**config.mk**
```make
export PLATFORM = sky130hd
export DESIGN_NAME = decode_weight_update
export DESIGN_NICKNAME = d
export VERILOG_FILES = /design/src/rtl/decode_weight_update.sv
export SDC_FILE = /design/constraint.sdc
export NUM_CORES = 1
export LEC_CHECK = 0
export CAP_MARGIN = 20
export CORE_AREA = 2 2 191 193
export CTS_CLUSTER_DIAMETER = 200
export CTS_CLUSTER_SIZE = 30
export DETAILED_ROUTE_END_ITERATION = 8
export DIE_AREA = 0 0 193 195
export GPL_TIMING_DRIVEN = 0
export HOLD_SLACK_MARGIN = 0.02
export PLACE_DENSITY_LB_ADDON = 0.15
export SLEW_MARGIN = 10
export SYNTH_ARGS = -nofsm -noshare
export SYNTH_HDL_FRONTEND = slang
export SYNTH_SLANG_ARGS = --single-unit
```
**constraint.sdc**
```tcl
create_clock -name clk -period 5.2 [get_ports clk]
set_input_delay 1.04 -clock clk [delete_from_list [all_inputs] [get_ports clk]]
set_output_delay 1.04 -clock clk [all_outputs]
set_load 0.1 [all_outputs]
```
**src/rtl/decode_weight_update.sv**
```systemverilog
// decode_weight_update: decode stage of the training datapath.
// Forward-only requests register predict_value/z and pulse out_valid the next
// cycle. Update requests read one weight row, apply
// w_new[i] = sat(w_old[i] - (dc_dw[i] >>> lr_shift)) one element per cycle,
// then write the row back and pulse out_valid.
// Build option: define GRAD_CLIP_EN to clamp each gradient element to
// [-clip_limit, +clip_limit] before the learning-rate shift.
module decode_weight_update #(
    parameter int size      = 3,
    parameter int data_size = 16,
    parameter int lr_shift  = 4
`ifdef GRAD_CLIP_EN
    ,
    parameter int clip_limit = 'h0100
`endif
) (
    input  logic                        clk,
    input  logic                        reset,
    input  logic                        in_valid,
    output logic                        in_ready,
    input  logic [data_size*size-1:0]   predict_value,
    input  logic [data_size*size-1:0]   z,
    input  logic [data_size*size-1:0]   dc_dw,
    input  logic [31:0]                 w_layer_index,
    input  logic [31:0]                 w_row_index,
    input  logic                        update_weight,
    output logic                        mem_rd_en,
    output logic                        mem_wr_en,
    output logic [31:0]                 mem_layer_index,
    output logic [31:0]                 mem_row_index,
    input  logic [data_size*size-1:0]   mem_rd_data,
    output logic [data_size*size-1:0]   mem_wr_data,
    output logic [data_size*size-1:0]   predict_value_out,
    output logic [data_size*size-1:0]   z_out,
    output logic                        out_valid,
    output logic [15:0]                 update_count
);

    localparam int cnt_w = (size > 1) ? $clog2(size) : 1;
    localparam logic [cnt_w-1:0] last_idx = cnt_w'(size - 1);

    // Saturation bounds in the widened (data_size+1) difference domain
    localparam logic signed [data_size:0] sat_hi = {2'b00, {(data_size-1){1'b1}}};
    localparam logic signed [data_size:0] sat_lo = {2'b11, {(data_size-1){1'b0}}};
    localparam logic signed [data_size-1:0] max_val = {1'b0, {(data_size-1){1'b1}}};
    localparam logic signed [data_size-1:0] min_val = {1'b1, {(data_size-1){1'b0}}};

`ifdef GRAD_CLIP_EN
    localparam logic signed [data_size-1:0] clip_hi = data_size'(clip_limit);
    localparam logic signed [data_size-1:0] clip_lo = -clip_hi;
`endif

    typedef enum logic [2:0] {
        IDLE,
        READ,
        CAPTURE,
        UPDATE,
        WRITE
    } state_t;

    state_t state, state_nxt;

    logic signed [data_size-1:0] dc_p0  [size];
    logic signed [data_size-1:0] row_p1 [size];
    logic [cnt_w-1:0]            elem_cnt;
    logic                        fwd_vld_p0;
    logic                        accept;
    logic signed [data_size-1:0] w_cur;
    logic signed [data_size-1:0] g_cur;

    // Learning-rate scaling of one gradient element (optionally clipped first)
    function automatic logic signed [data_size-1:0] scale_grad(
        input logic signed [data_size-1:0] d
    );
        logic signed [data_size-1:0] c;
`ifdef GRAD_CLIP_EN
        if (d > clip_hi) begin
            c = clip_hi;
        end else if (d < clip_lo) begin
            c = clip_lo;
        end else begin
            c = d;
        end
`else
        c = d;
`endif
        return c >>> lr_shift;
    endfunction

    // Subtract with one guard bit, then clamp back into data_size range
    function automatic logic signed [data_size-1:0] sat_sub(
        input logic signed [data_size-1:0] w,
        input logic signed [data_size-1:0] g
    );
        logic signed [data_size:0] diff;
        diff = {w[data_size-1], w} - {g[data_size-1], g};
        if (diff > sat_hi) begin
            sat_sub = max_val;
        end else if (diff < sat_lo) begin
            sat_sub = min_val;
        end else begin
            sat_sub = diff[data_size-1:0];
        end
    endfunction

    assign in_ready = (state == IDLE) && !reset;
    assign accept   = in_valid && in_ready;

    // State register
    always_ff @(posedge clk) begin
        if (reset) begin
            state <= IDLE;
        end else begin
            state <= state_nxt;
        end
    end

    // Next-state decode and per-state strobes
    always_comb begin
        state_nxt = state;
        mem_rd_en = 1'b0;
        mem_wr_en = 1'b0;
        out_valid = fwd_vld_p0;
        case (state)
            IDLE: begin
                if (accept && update_weight) begin
                    state_nxt = READ;
                end
            end
            READ: begin
                mem_rd_en = 1'b1;
                state_nxt = CAPTURE;
            end
            CAPTURE: begin
                state_nxt = UPDATE;
            end
            UPDATE: begin
                if (elem_cnt == last_idx) begin
                    state_nxt = WRITE;
                end
            end
            WRITE: begin
                mem_wr_en = 1'b1;
                out_valid = 1'b1;
                state_nxt = IDLE;
            end
            default: begin
                state_nxt = IDLE;
            end
        endcase
    end

    // Operands for the element currently being updated
    always_comb begin
        w_cur = row_p1[elem_cnt];
        g_cur = scale_grad(dc_p0[elem_cnt]);
    end

    // Request latch (p0), row buffer (p1), element counter and write counter
    always_ff @(posedge clk) begin
        if (reset) begin
            fwd_vld_p0        <= 1'b0;
            elem_cnt          <= '0;
            update_count      <= '0;
            predict_value_out <= '0;
            z_out             <= '0;
            mem_layer_index   <= '0;
            mem_row_index     <= '0;
            for (int i = 0; i < size; i++) begin
                dc_p0[i]  <= '0;
                row_p1[i] <= '0;
            end
        end else begin
            fwd_vld_p0 <= accept && !update_weight;
            if (accept) begin
                predict_value_out <= predict_value;
                z_out             <= z;
                mem_layer_index   <= w_layer_index;
                mem_row_index     <= w_row_index;
                for (int i = 0; i < size; i++) begin
                    dc_p0[i] <= dc_dw[i*data_size +: data_size];
                end
            end
            case (state)
                CAPTURE: begin
                    for (int i = 0; i < size; i++) begin
                        row_p1[i] <= mem_rd_data[i*data_size +: data_size];
                    end
                    elem_cnt <= '0;
                end
                UPDATE: begin
                    row_p1[elem_cnt] <= sat_sub(w_cur, g_cur);
                    elem_cnt         <= elem_cnt + cnt_w'(1);
                end
                WRITE: begin
                    update_count <= update_count + 16'd1;
                end
                default: begin
                end
            endcase
        end
    end

    // Pack the row buffer onto the write-data bus
    always_comb begin
        mem_wr_data = '0;
        for (int i = 0; i < size; i++) begin
            mem_wr_data[i*data_size +: data_size] = row_p1[i];
        end
    end

endmodule

```
## After elaboration in Yosys (flattened, before gate mapping)

Memories as Yosys holds them, arrays and structs flattened. A register that Yosys moved wholly into a read port is not among the register bits.
Index checks and enable logic that the tools add are counted.

- Bits in registers: 182
- Latch bits: 0
- Memory bits (writable): 96
- Memory bits (read-only): 0
- Bits of input ports: 260
- Output and inout port bits: 228
- Word-level logic and storage cells: 73
- Memories: 2

Memories:

| memory | words | width | rd ports | clocked after memory_dff | wr ports | RTL line | source |
|---|---|---|---|---|---|---|---|
| dc_p0 | 3 | 16 | 1 | 1 | 3 | 63 | `logic signed [data_size-1:0] dc_p0 [size];` |
| row_p1 | 3 | 16 | 4 | 1 | 3 | 64 | `logic signed [data_size-1:0] row_p1 [size];` |

- Add/subtract/negate cells: 3
- Multipliers: 0
- Div/mod/pow operators: 0
- $lt $le $gt $ge: 2
- Equal/unequal tests: 7
- Shift operators: 0
- Muxes and demuxes: 35
- Bitwise logic cells: 6
- Reductions and logical operators: 10

Operator list:

| kind | count |
|---|---|
| $mux 16 | 11 |
| $gt 17x16->1 const B | 1 |
| $lt 17x16->1 const B | 1 |
| $sub 16x12->17 | 1 |
| $add 16x1->16 const B | 1 |
| $reduce_or 16->1 | 1 |
| $mux 1 | 15 |
| $pmux 3 s4 | 1 |
| $mux 2 | 5 |
| $eq 3x2->1 const B | 2 |
| $mux 3 | 2 |
| $or 1x1->1 | 6 |
| $logic_and 1x1->1 | 4 |
| $pmux 2 s2 | 1 |
| $eq 3x1->1 const B | 1 |
| $eq 3x3->1 const B | 1 |
| $logic_not 3->1 | 1 |
| $add 2x1->2 const B | 1 |
| $eq 2x2->1 const B | 1 |
| $logic_not 1->1 | 2 |
| $ne 2x1->1 const B | 1 |
| $ne 2x2->1 const B | 1 |
| $reduce_and 2->1 | 1 |
| $reduce_bool 2->1 | 1 |

## Logic depth before layout (Yosys ltp)

Gate-level depths: netlist of the first run.

- Depth after elaboration: 7
- Depth in mapped cells: 18
- Mapped depth without buffers: 14

## Least setup slack after synthesis of the first run

Ideal clock, no wire load.

- Kind: reg-to-reg
- Start point: register (tool-made name)
- End point: memory row_p1[0][0], data pin
- Library setup time: 257 ps
- Data arrival time: 3,978 ps
- Data required time: 4,943 ps
- Slack: 965 ps
- Cell stages (with the launch flop): 17
- Path buffers: 3
- Clock period less this slack: 4,235 ps
- Cell sequence: dfxtp_1 > clkbuf_1 > buf_2 > buf_2 > mux2i_1 > o21ai_0 > ha_1 > inv_1 > fa_1 > a21o_1 > a221oi_2 > o21ai_2 > a31oi_1 > o21a_2 > o21ai_4 > maj3_2 > a32o_1

RTL lines:

| element | RTL line |
|---|---|
| end, declared | 64 |

==> results.md, run 1 <==
- Clock Sinks: 284
- Final max-slew violation count: 0
- Largest net degree at the start of global routing: 36
- Pwr/cell area: 348 nW/um^2
- GRT Util Overall: 0.232
- Grt met3 use: 0.0731
- Final wirelength: roughly 45000 um
- Full die area: 37600 um^2
- Die H: ~200 um
- FF-to-FF End: row_p1[1][10]
- Relative slew margins: 0.210
- Proportion of layout cells with a drive suffix above 1: 0.0342
- Final nets: 2030
- Hold Crit Class: register to register
- DR iter-0 viols: 494
- Met1 Track Usage GR: 0.270
- First-pass GRT wire length: 66500 um
- Register-to-Register Path Depth: 17
- Syn nets: around 1.5k
- Vias/cell: between 4 and 5
- Synth warnings: 0
- Post-synth EDFFs: 100
- H-tree level count: 1
- Die Width: roughly 190 um
- Synth cell types: 51
- R2r setup slk: 0.38 ns
- Setup crit end: row_p1[1][10]
- DR pass1 iterations: 4
- Leak: 7.17 nW
- Seq cells post-synth: 284
- Ys async rst share: 0
- Final Hold Fails: 0
- Area growth syn-to-layout: 46.8%
- Post-CTS Setup Inserts: 0
- # rows: 69
- Clock Skews: roughly 0.028 ns
- Post-route ant nets: 0
- Hold path depth: 2
- Core footprint: 35400 um^2
- Crit Path Class: register to register
- Worst Path Arrival: 5.05 ns
- Max clock buf depth: 3
- Vias in the first global route: 10.9k
- Root Driver: clkbuf_16
- Critical path required time: between 5 and 6 ns
- Setup ws final: 0.378 ns
- Hold slack final: ~0.48 ns
- Startpoint class of the critical path: register
- I/O Buffers: roughly 470
- Routed length per instance: 20.4 um
- CP Max Fanout: 10
- Setup crit end kind: register
- CTS Hold Bufs: 0
- RSZ-0062 raised after global routing: no
- Starting Density: 0.345
- Avg Cell Area, Syn: between 9 and 10 um^2
- Initial antenna violation count: 7
- Io pins: 488
- Met2 Track Usage GR: 0.425
- Status: finished clean
- CTS tree: built
- Gate Count Post-Synth: roughly 1.3k
- Gr ovfl total: 0
- DRC errors left: 0
- Max Cap Viol: 0
- Worst vdd ir: 0.302 mV
- Pre-CTS WS: -0.240 ns
- Total CTS buffers: 13
- Clk pin slew, worst setup/hold paths: 0.13 ns
- RePlAce Congestion: 0.885
- Fmax: about 210 MHz
- Post-DP HPWL: 34800 um
- Minimum clock period: 4.82 ns
- Top Usage Layer GRT: met2
- Post-Syn Area: around 12000 um^2
- Clock latency on the worst-skew pair: 0.52 ns
- Period utilisation layout: 0.927
- Register area share after synthesis: 0.547
- Total number of vias: 10.8k
- Setup-failing EPs final: 0
- Worst-margin pin slew: 1.18 ns
- Synth Flop Type: dfxtp_1
==> critical path: stages (launching register included) <==
cell and delay (ns):
dfxtp_2 0.58, clkbuf_4 0.37, buf_2 0.36, mux2i_1 0.14, o21ai_0 0.33, ha_1 0.26, inv_1 0.06, fa_1 0.40
a21o_1 0.20, a221oi_2 0.37, o21ai_2 0.14, a31oi_1 0.34, o21a_2 0.23, o21ai_4 0.09, inv_2 0.14, buf_6 0.17
maj3_2 0.24, o21ai_1 0.09
==> metrics by stage <==
step	utilization	instances	cell area [um^2]	power, mW	setup TNS, ns
after floorplan	-	1259	12200	4.32	0
after global placement	0.495	2194	17500	5.04	-8.84
after detailed placement	0.496	2195	17600	5.05	-9.37
after CTS	0.506	2214	17900	6.29	0
after global routing	0.507	2215	17900	6.48	0
final	0.507	2217	17900	6.24	0
==> sequential cells by signal, indices dropped and copies added, names as in the netlist, 2 cells and up, named ones only <==
name	count
state	3
predict_value_out	48
z_out	48
update_count	16
mem_row_index	32
dc_p0	36
row_p1	64
mem_layer_index	32
elem_cnt	2
==> synthesized netlist by cell type (6+ instances only) <==
cell type,n,area share
mux2i_1,13,0.011
dfxtp_1,184,0.30
nand3_1,9,0.0037
a21o_1,6,0.0037
nand3b_1,160,0.098
edfxtp_1,100,0.25
nor2_1,37,0.011
o21ai_0,29,0.012
xor2_1,16,0.011
o21ai_1,27,0.011
a21oi_1,29,0.012
inv_1,27,0.0083
mux4_2,16,0.029
nand2_1,382,0.12
clkbuf_1,78,0.024
nand2b_1,7,0.0036
and3_1,40,0.020
xnor2_1,9,0.0065
ha_1,21,0.022
maj3_2,13,0.012
==> placed cells by master (no fill, tap or decap), drive strengths merged, types with 13 or more instances in the layout <==
| master | Yosys | layout |
|---|---|---|
| edfxtp | 100 | 100 |
| ha | 21 | 21 |
| clkbuf | 78 | 96 |
| nand2 | 382 | 382 |
| inv | 28 | 30 |
| mux2i | 13 | 13 |
| dfxtp | 184 | 184 |
| a21oi | 29 | 29 |
| o21ai | 58 | 58 |
| nor2 | 37 | 37 |
| mux4 | 16 | 16 |
| and3 | 40 | 40 |
| clkdlybuf4s50 | 0 | 474 |
| maj3 | 14 | 14 |
| nand3b | 160 | 160 |
| xor2 | 16 | 16 |
==> how the worst min path moves through the flow <==
stage / startpoint / endpoint / slack (ns)
2_1_floorplan: elem_cnt[1] / register / 0.48
3_3_place_gp: predict_value_out[36] / predict_value_out[36] / 0.46
3_5_place_dp: predict_value_out[41] / predict_value_out[41] / 0.46
4_1_cts: mem_layer_index[12] / mem_layer_index[12] / 0.48
5_1_grt: z_out[37] / z_out[37] / 0.50
6_report: mem_row_index[14] / mem_row_index[14] / 0.48
==> logic make-up (layout without fill, tap and decap cells) <==
family                   Yosys count  after routing  share of synthesized area
XOR/XNOR                          25             25                     0.0179
adder cells (fa/ha/maj)           36             36                     0.0359
buffers and inverters            112            606                     0.0354
multiplexers                      29             29                     0.0401
flip-flops                       284            284                      0.547
AND/OR/NAND/NOR                  656            656                      0.266
AO/OA/AOI/OAI                    117            117                     0.0573
other                              0              3                          0
==> per-layer routing <==
layer  wire length [um]  vias to the layer above
li1                   -                     5249
met1              17800                     5196
met2              23100                      312
met3               3640                       35
met4                542                        8
met5                 51                        -
==> final cells by class <==
class / instances / area (um^2)
fill: 3352 / 17500
sequential: 284 / 6690
multi-input combinational: 863 / 5100
timing repair buffer: 475 / 4760
tap: 461 / 577
clock buffer: 18 / 344
buffer: 83 / 327
inverter: 28 / 105
clock inverter: 2 / 25.0
antenna: 3 / 7.51
==> where the power goes <==
group	internal, mW	switching [mW]
Combinational	0.698	1.71
Sequential	2.50	0.0914
Clock	0.484	0.749
Total	3.69	2.55
==> what timing repair did <==
| action | 4_1_cts | 5_1_grt |
|---|---|---|
| hold endpoints to repair | 0 | 0 |
| gates resized for setup | 1 | 1 |
| pin swaps | 0 | 0 |
| endpoints found under the setup margin | 59 | 7 |
Power figures use the tool's default switching activity.
==> inputs of run 2 (changes only) <==
--- a/config.mk
+++ b/config.mk
@@ -13,7 +13,7 @@
 export DIE_AREA = 0 0 193 195
 export GPL_TIMING_DRIVEN = 0
 export HOLD_SLACK_MARGIN = 0.02
-export PLACE_DENSITY_LB_ADDON = 0.15
+export PLACE_DENSITY = 0.66
 export SLEW_MARGIN = 10
 export SYNTH_ARGS = -nofsm -noshare
 export SYNTH_HDL_FRONTEND = slang
==> run 2 against run 1 <==
Net effect: core utilization barely moved; final cell count barely moved; non-clock buffer count did not move; global-route usage fell by 1.3 points; sequential power barely moved; via count rose by 0.51%; total power fell by 0.60%; register-to-register slack got worse by 0.03 ns; hold slack got worse by 0.0044 ns; combinational power barely moved; first-iteration DRC count rose by 13%; count of clock-buffer cells in the layout did not move; highest routed layer unchanged.
==> results.md, run 2 (synthesis results as in run 1) <==
- Die H: ~200 um
- Vias in the first global route: about 11k
- Vias/cell: 4.90
- HP Start: predict_value_out[8]
- Hold Crit Class: register to register
- DR pass1 iterations: 6
- Worst vdd ir: 0.242 mV
- Post-DP HPWL: 33300 um
- Commonest cells after routing, fill and taps aside: clkdlybuf4s50_1, nand2_1, dfxtp_1
- Clock latency on the worst-skew pair: 0.50 ns
- Io pins: 488
- Final nets: 2030
- Clk pwr share: 0.194
- Total CTS buffers: 13
- Relative slew margins: 0.255
- Tot Pwr: 6.20 mW
- H-tree level count: 1
- Total number of vias: between 10k and 15k
- Initial antenna violation count: 8
- Worst-path cell chain: clkbuf_4, buf_2, mux2i_1, o21ai_0, ha_1, inv_1, fa_1, a21o_1, a221oi_2, o21ai_2, a31oi_1, o21a_2, o21ai_4, inv_2, buf_6, maj3_2, o21ai_1
- CP Max Fanout: 10
- Slowest CP cell: dfxtp_2
- Max Cap Viol: 0
- Final wirelength: between 40000 and 50000 um
- RSZ-0062 raised after global routing: no
- Pwr/cell area: 346 nW/um^2
- Comb power frac: 0.388
- Clock Sinks: ~280
- Setup-failing EPs final: 0
- DR iter-0 viols: around 560
- Final Util: 0.507
- Placed Area: 17600 um^2
- Largest Register: row_p1
- RePlAce Congestion: approximately 0.9
- CP delay by family, top: compound AO/OA/AOI/OAI gates
- Max clock buf depth: 3
- Reg power frac: 0.418
- GRT Util Overall: 0.220
- Largest net degree at the start of global routing: 37
- Max reg flops: 64
- Critical path required time: 5.44 ns
- Crit Path Class: register to register
- CTS tree: built
- Final max-slew violation count: 0
- Final Hold Fails: 0
- Leading cell type in the layout, fill and taps excluded: clkdlybuf4s50_1
- Area growth syn-to-layout: 46.8%
- Leak: 7.17 nW
- Max incr delay on CP: 0.60 ns
- Worst Path Buf+Inv: 5
- DRC errors left: 0
- Gr ovfl total: 0
- I/O Buffers: 474
- Clk pin slew, worst setup/hold paths: 0.12 ns
- NetSw: 2.52 mW
- Routed length per instance: 19.5 um
- CTS Hold Bufs: 0
- Int Power: about 3.7 mW
- Fin area: 17900 um^2
- Proportion of layout cells with a drive suffix above 1: 0.0337
- Clock Skews: 0.0336 ns
- Worst Path Arrival: 5.10 ns
- Die Width: 193 um
- Full die area: 37600 um^2
- Root Driver: clkbuf_16
- Switch share: 0.406
- Fmax: 206 MHz
- Minimum clock period: 4.85 ns
- Status: finished clean
- Post-route ant nets: 0
- Starting Density: 0.345
- Core footprint: about 35000 um^2
- Setup crit end kind: register
- Period utilisation layout: 0.934
- First-pass GRT wire length: 63600 um
- Hold slack final: 0.477 ns
- Largest registers: row_p1 x64, predict_value_out x48, z_out x48
- Worst-margin pin slew: roughly 1.1 ns
- # rows: just under 70
- Startpoint class of the critical path: register
run 2: cell count changes in the layout (fill, tap and decap cells not counted), sizes merged:
| cell | previous run | this run |
|---|---|---|
| inv | 30 | 29 |
run 2: routing by layer:
layer  wire length (um)  global-route usage  up-vias
li1                   -                   -     5247
met2              21700               0.396      370
met4               1300              0.0657       10
met5                 59                   0        -
met1              16600               0.251     5157
met3               3530              0.0607       71
run 2: power by group through the flow:
stage,logic [mW],clock network [mW],registers [mW]
global route,2.52,1.31,2.61
global placement,2.39,0,2.63
finish,2.40,1.20,2.59
floorplan,0.630,0,3.69
detailed placement,2.41,0,2.64
CTS,2.41,1.24,2.59
run 2: path summary, 6_finish.rpt:
| kind | slack, ns | cells past startpoint | end |
|---|---|---|---|
| setup / recovery | 0.35 | 17 | row_p1[2][14] |
| hold / removal | 0.48 | 2 | predict_value_out[8] |
| setup reg to reg | 0.35 | 17 | row_p1[2][14] |
| hold reg to reg | 0.48 | 2 | predict_value_out[8] |
run 2: repair_timing:
| item | CTS | global route |
|---|---|---|
| endpoints found under the setup margin | 58 | 2 |
| endpoints found under the hold margin | 0 | 0 |
| pin swaps | 0 | 0 |
| resized for setup | 1 | 1 |
| setup buffers | 0 | 0 |
run 2: area by class of cell:
| cell class | count | area [um^2] |
|---|---|---|
| inverter | 28 | 105 |
| fill | 3337 | 17500 |
| antenna | 3 | 7.51 |
| tap | 461 | 577 |
| sequential | 284 | 6690 |
| clock inverter | 1 | 16.3 |
| timing repair buffer | 475 | 4760 |
| multi-input combinational | 863 | 5100 |
| buffer | 83 | 327 |
| clock buffer | 18 | 344 |
run 2: per-stage QoR:
step,instances,TNS [ns],setup WS [ns]
after CTS,2213,0,0.258
after detailed placement,2195,-7.49,-0.216
after floorplan,1259,0,0.965
final,2216,0,0.346
after global placement,2194,-8.75,-0.233
after global routing,2216,0,0.0501
run 2: tightest hold or removal path: stages, from the launching register on:
cell      delay [ns]
dfxtp_1         0.32
nand3b_1        0.07
nand2_1         0.05
==> inputs of run 3 (changes only) <==
==> constraint.sdc (replaced) <==
create_clock -name clk -period 4.5 [get_ports clk]
set_input_delay 0.9 -clock clk [delete_from_list [all_inputs] [get_ports clk]]
set_output_delay 0.9 -clock clk [all_outputs]
set_load 0.1 [all_outputs]
==> run 3 against run 2 <==
Net effect: non-clock buffer count is 2 lower; core utilization hardly changed; first-iteration DRC count down 7.0%; cell area barely moved; via count is 0.14% lower; fmax rose by 16%; critical path type unchanged; critical endpoint unchanged.
==> results.md, run 3 (synthesis results as in run 1) <==
- Status: finished clean
- Setup crit end kind: register
- Switch share: 0.406
- Setup-failing EPs final: 0
- Minimum clock period: 4.17 ns
- DR pass1 iterations: 6
- GRT Util Overall: 0.220
- Max reg flops: 64
- Max Cap Viol: 0
- Proportion of layout cells with a drive suffix above 1: 0.0337
- Pwr/cell area: approximately 400 nW/um^2
- Core footprint: around 35000 um^2
- Initial antenna violation count: 8
- Placed cells: 2195
- Worst-margin pin slew: 1.11 ns
- Final max-slew violation count: 0
- Area growth syn-to-layout: 46.9%
- # rows: 69
- Reg power frac: 0.418
- CTS tree: built
- Post-route ant nets: 0
- DR iter-0 viols: 517
- Leak: 7.18 nW
- Clk pin slew, worst setup/hold paths: about 0.12 ns
- Int Power: 4.26 mW
- Comb power frac: 0.389
- CP Max Fanout: 19
- Routed length per instance: 19.5 um
- Largest registers: row_p1 x64, predict_value_out x48, z_out x48
- Relative slew margins: 0.254
- DRC errors left: 0
- Max incr delay on CP: 0.52 ns
- Starting Density: 0.345
- Io pins: 488
- Worst Path Buf+Inv: 4
- Clock Sinks: around 280
- Vias/cell: 4.90
- Final Hold Fails: 0
- Max clock buf depth: 3
- Clk pwr share: 0.193
- Clock latency on the worst-skew pair: around 0.50 ns
- Hold Crit Class: register to register
- Commonest cells after routing, fill and taps aside: clkdlybuf4s50_1, nand2_1, dfxtp_1
- First-pass GRT wire length: 63500 um
- Root Driver: clkbuf_16
- Die H: roughly 200 um
- RSZ-0062 raised after global routing: no
- H-tree level count: 1
- NetSw: 2.91 mW
- Final Util: 0.507
- Die Width: 193 um
- Total CTS buffers: 13
- Clock Skews: 0.0296 ns
- Final wirelength: 43200 um
- Post-CTS Setup Inserts: 0
- Final nets: approximately 2.0k
- Setup TNS: 0 ns
- Crit Path Class: register to register
- Slowest CP cell: dfxtp_4
- Largest net degree at the start of global routing: 37
- Post-DP HPWL: 33300 um
- Final non-filler cell total: 2214
- Fmax: 240 MHz
- Leading cell type in the layout, fill and taps excluded: clkdlybuf4s50_1
- Critical path required time: 4.74 ns
- Largest Register: row_p1
- I/O Buffers: around 470
- Startpoint class of the critical path: register
- RePlAce Congestion: roughly 0.9
- Worst Path Arrival: 4.41 ns
- Total number of vias: roughly 11k
- Full die area: between 30000 and 40000 um^2
- Worst-path cell chain: buf_8, mux2i_1, o21ai_0, ha_1, inv_1, fa_1, a21o_1, a221oi_4, o21ai_2, a31oi_1, o21a_2, o21ai_4, inv_2, buf_6, maj3_2, o21ai_1
- Gr ovfl total: 0
- Number of fill cells in the layout: roughly 3.3k
- Vias in the first global route: 11.0k
- CP delay by family, top: compound AO/OA/AOI/OAI gates
- Worst vdd ir: 0.280 mV
- Period utilisation layout: 0.926
## run 3: through the flow
stage               hold slack [ns]  cell area [um^2]  setup slack [ns]  total power [mW]
CTS                           0.480             17900           0.00385              7.22
global route                  0.493             17900            0.0506              7.45
floorplan                     0.479             12200             0.265              4.99
detailed placement            0.461             17600            -0.916              5.83
global placement              0.459             17500            -0.933              5.81
finish                        0.477             17900             0.331              7.17
## run 3: cell type report
| type | instances | area (um^2) | area share |
|---|---|---|---|
| inverters | 28 | 105 | 0.00586 |
| clock inverters | 1 | 16.3 | 0.000906 |
| clock buffers | 18 | 344 | 0.0192 |
| plain buffers | 81 | 327 | 0.0182 |
| well taps | 461 | 577 | 0.0321 |
| diodes | 3 | 7.51 | 0.000418 |
| repair buffers | 475 | 4770 | 0.266 |
| multi-input cells | 863 | 5110 | 0.285 |
| flip-flops and latches | 284 | 6690 | 0.373 |
## run 3: worst min-delay path, delay by kind of cell, from the launching register on
kind	cells	cell delay, ns
DFF	1	0.32
and+or+nand+nor	2	0.12
## run 3: routing by layer
metal  share of wire  up-vias  global-route usage
met2            0.50      377               0.395
li1                -     5243                   -
met4           0.032       10              0.0687
met1            0.38     5135               0.250
met5          0.0013        -                   0
met3           0.082       75              0.0607
## run 3: power groups by stage
stage	clock [mW]	sequential [mW]	combinational, mW
CTS	1.44	3.00	2.79
global route	1.51	3.02	2.92
detailed placement	0	3.05	2.78
floorplan	0	4.26	0.728
finish	1.39	3.00	2.79
global placement	0	3.04	2.76
## run 3: final timing paths
check	from	end	slack, ns	cells after the start
min	predict_value_out[8]	predict_value_out[8]	0.48	2
max reg2reg	register	row_p1[2][14]	0.33	16
min reg2reg	predict_value_out[8]	predict_value_out[8]	0.48	2
max	register	row_p1[2][14]	0.33	16
## run 3: repair_timing
item / in CTS / in global routing
setup endpoints to repair: 64 / 42
hold buffers: 0 / 0
gates resized for setup: 4 / 4
cloned: 0 / 0
pin swaps: 0 / 0
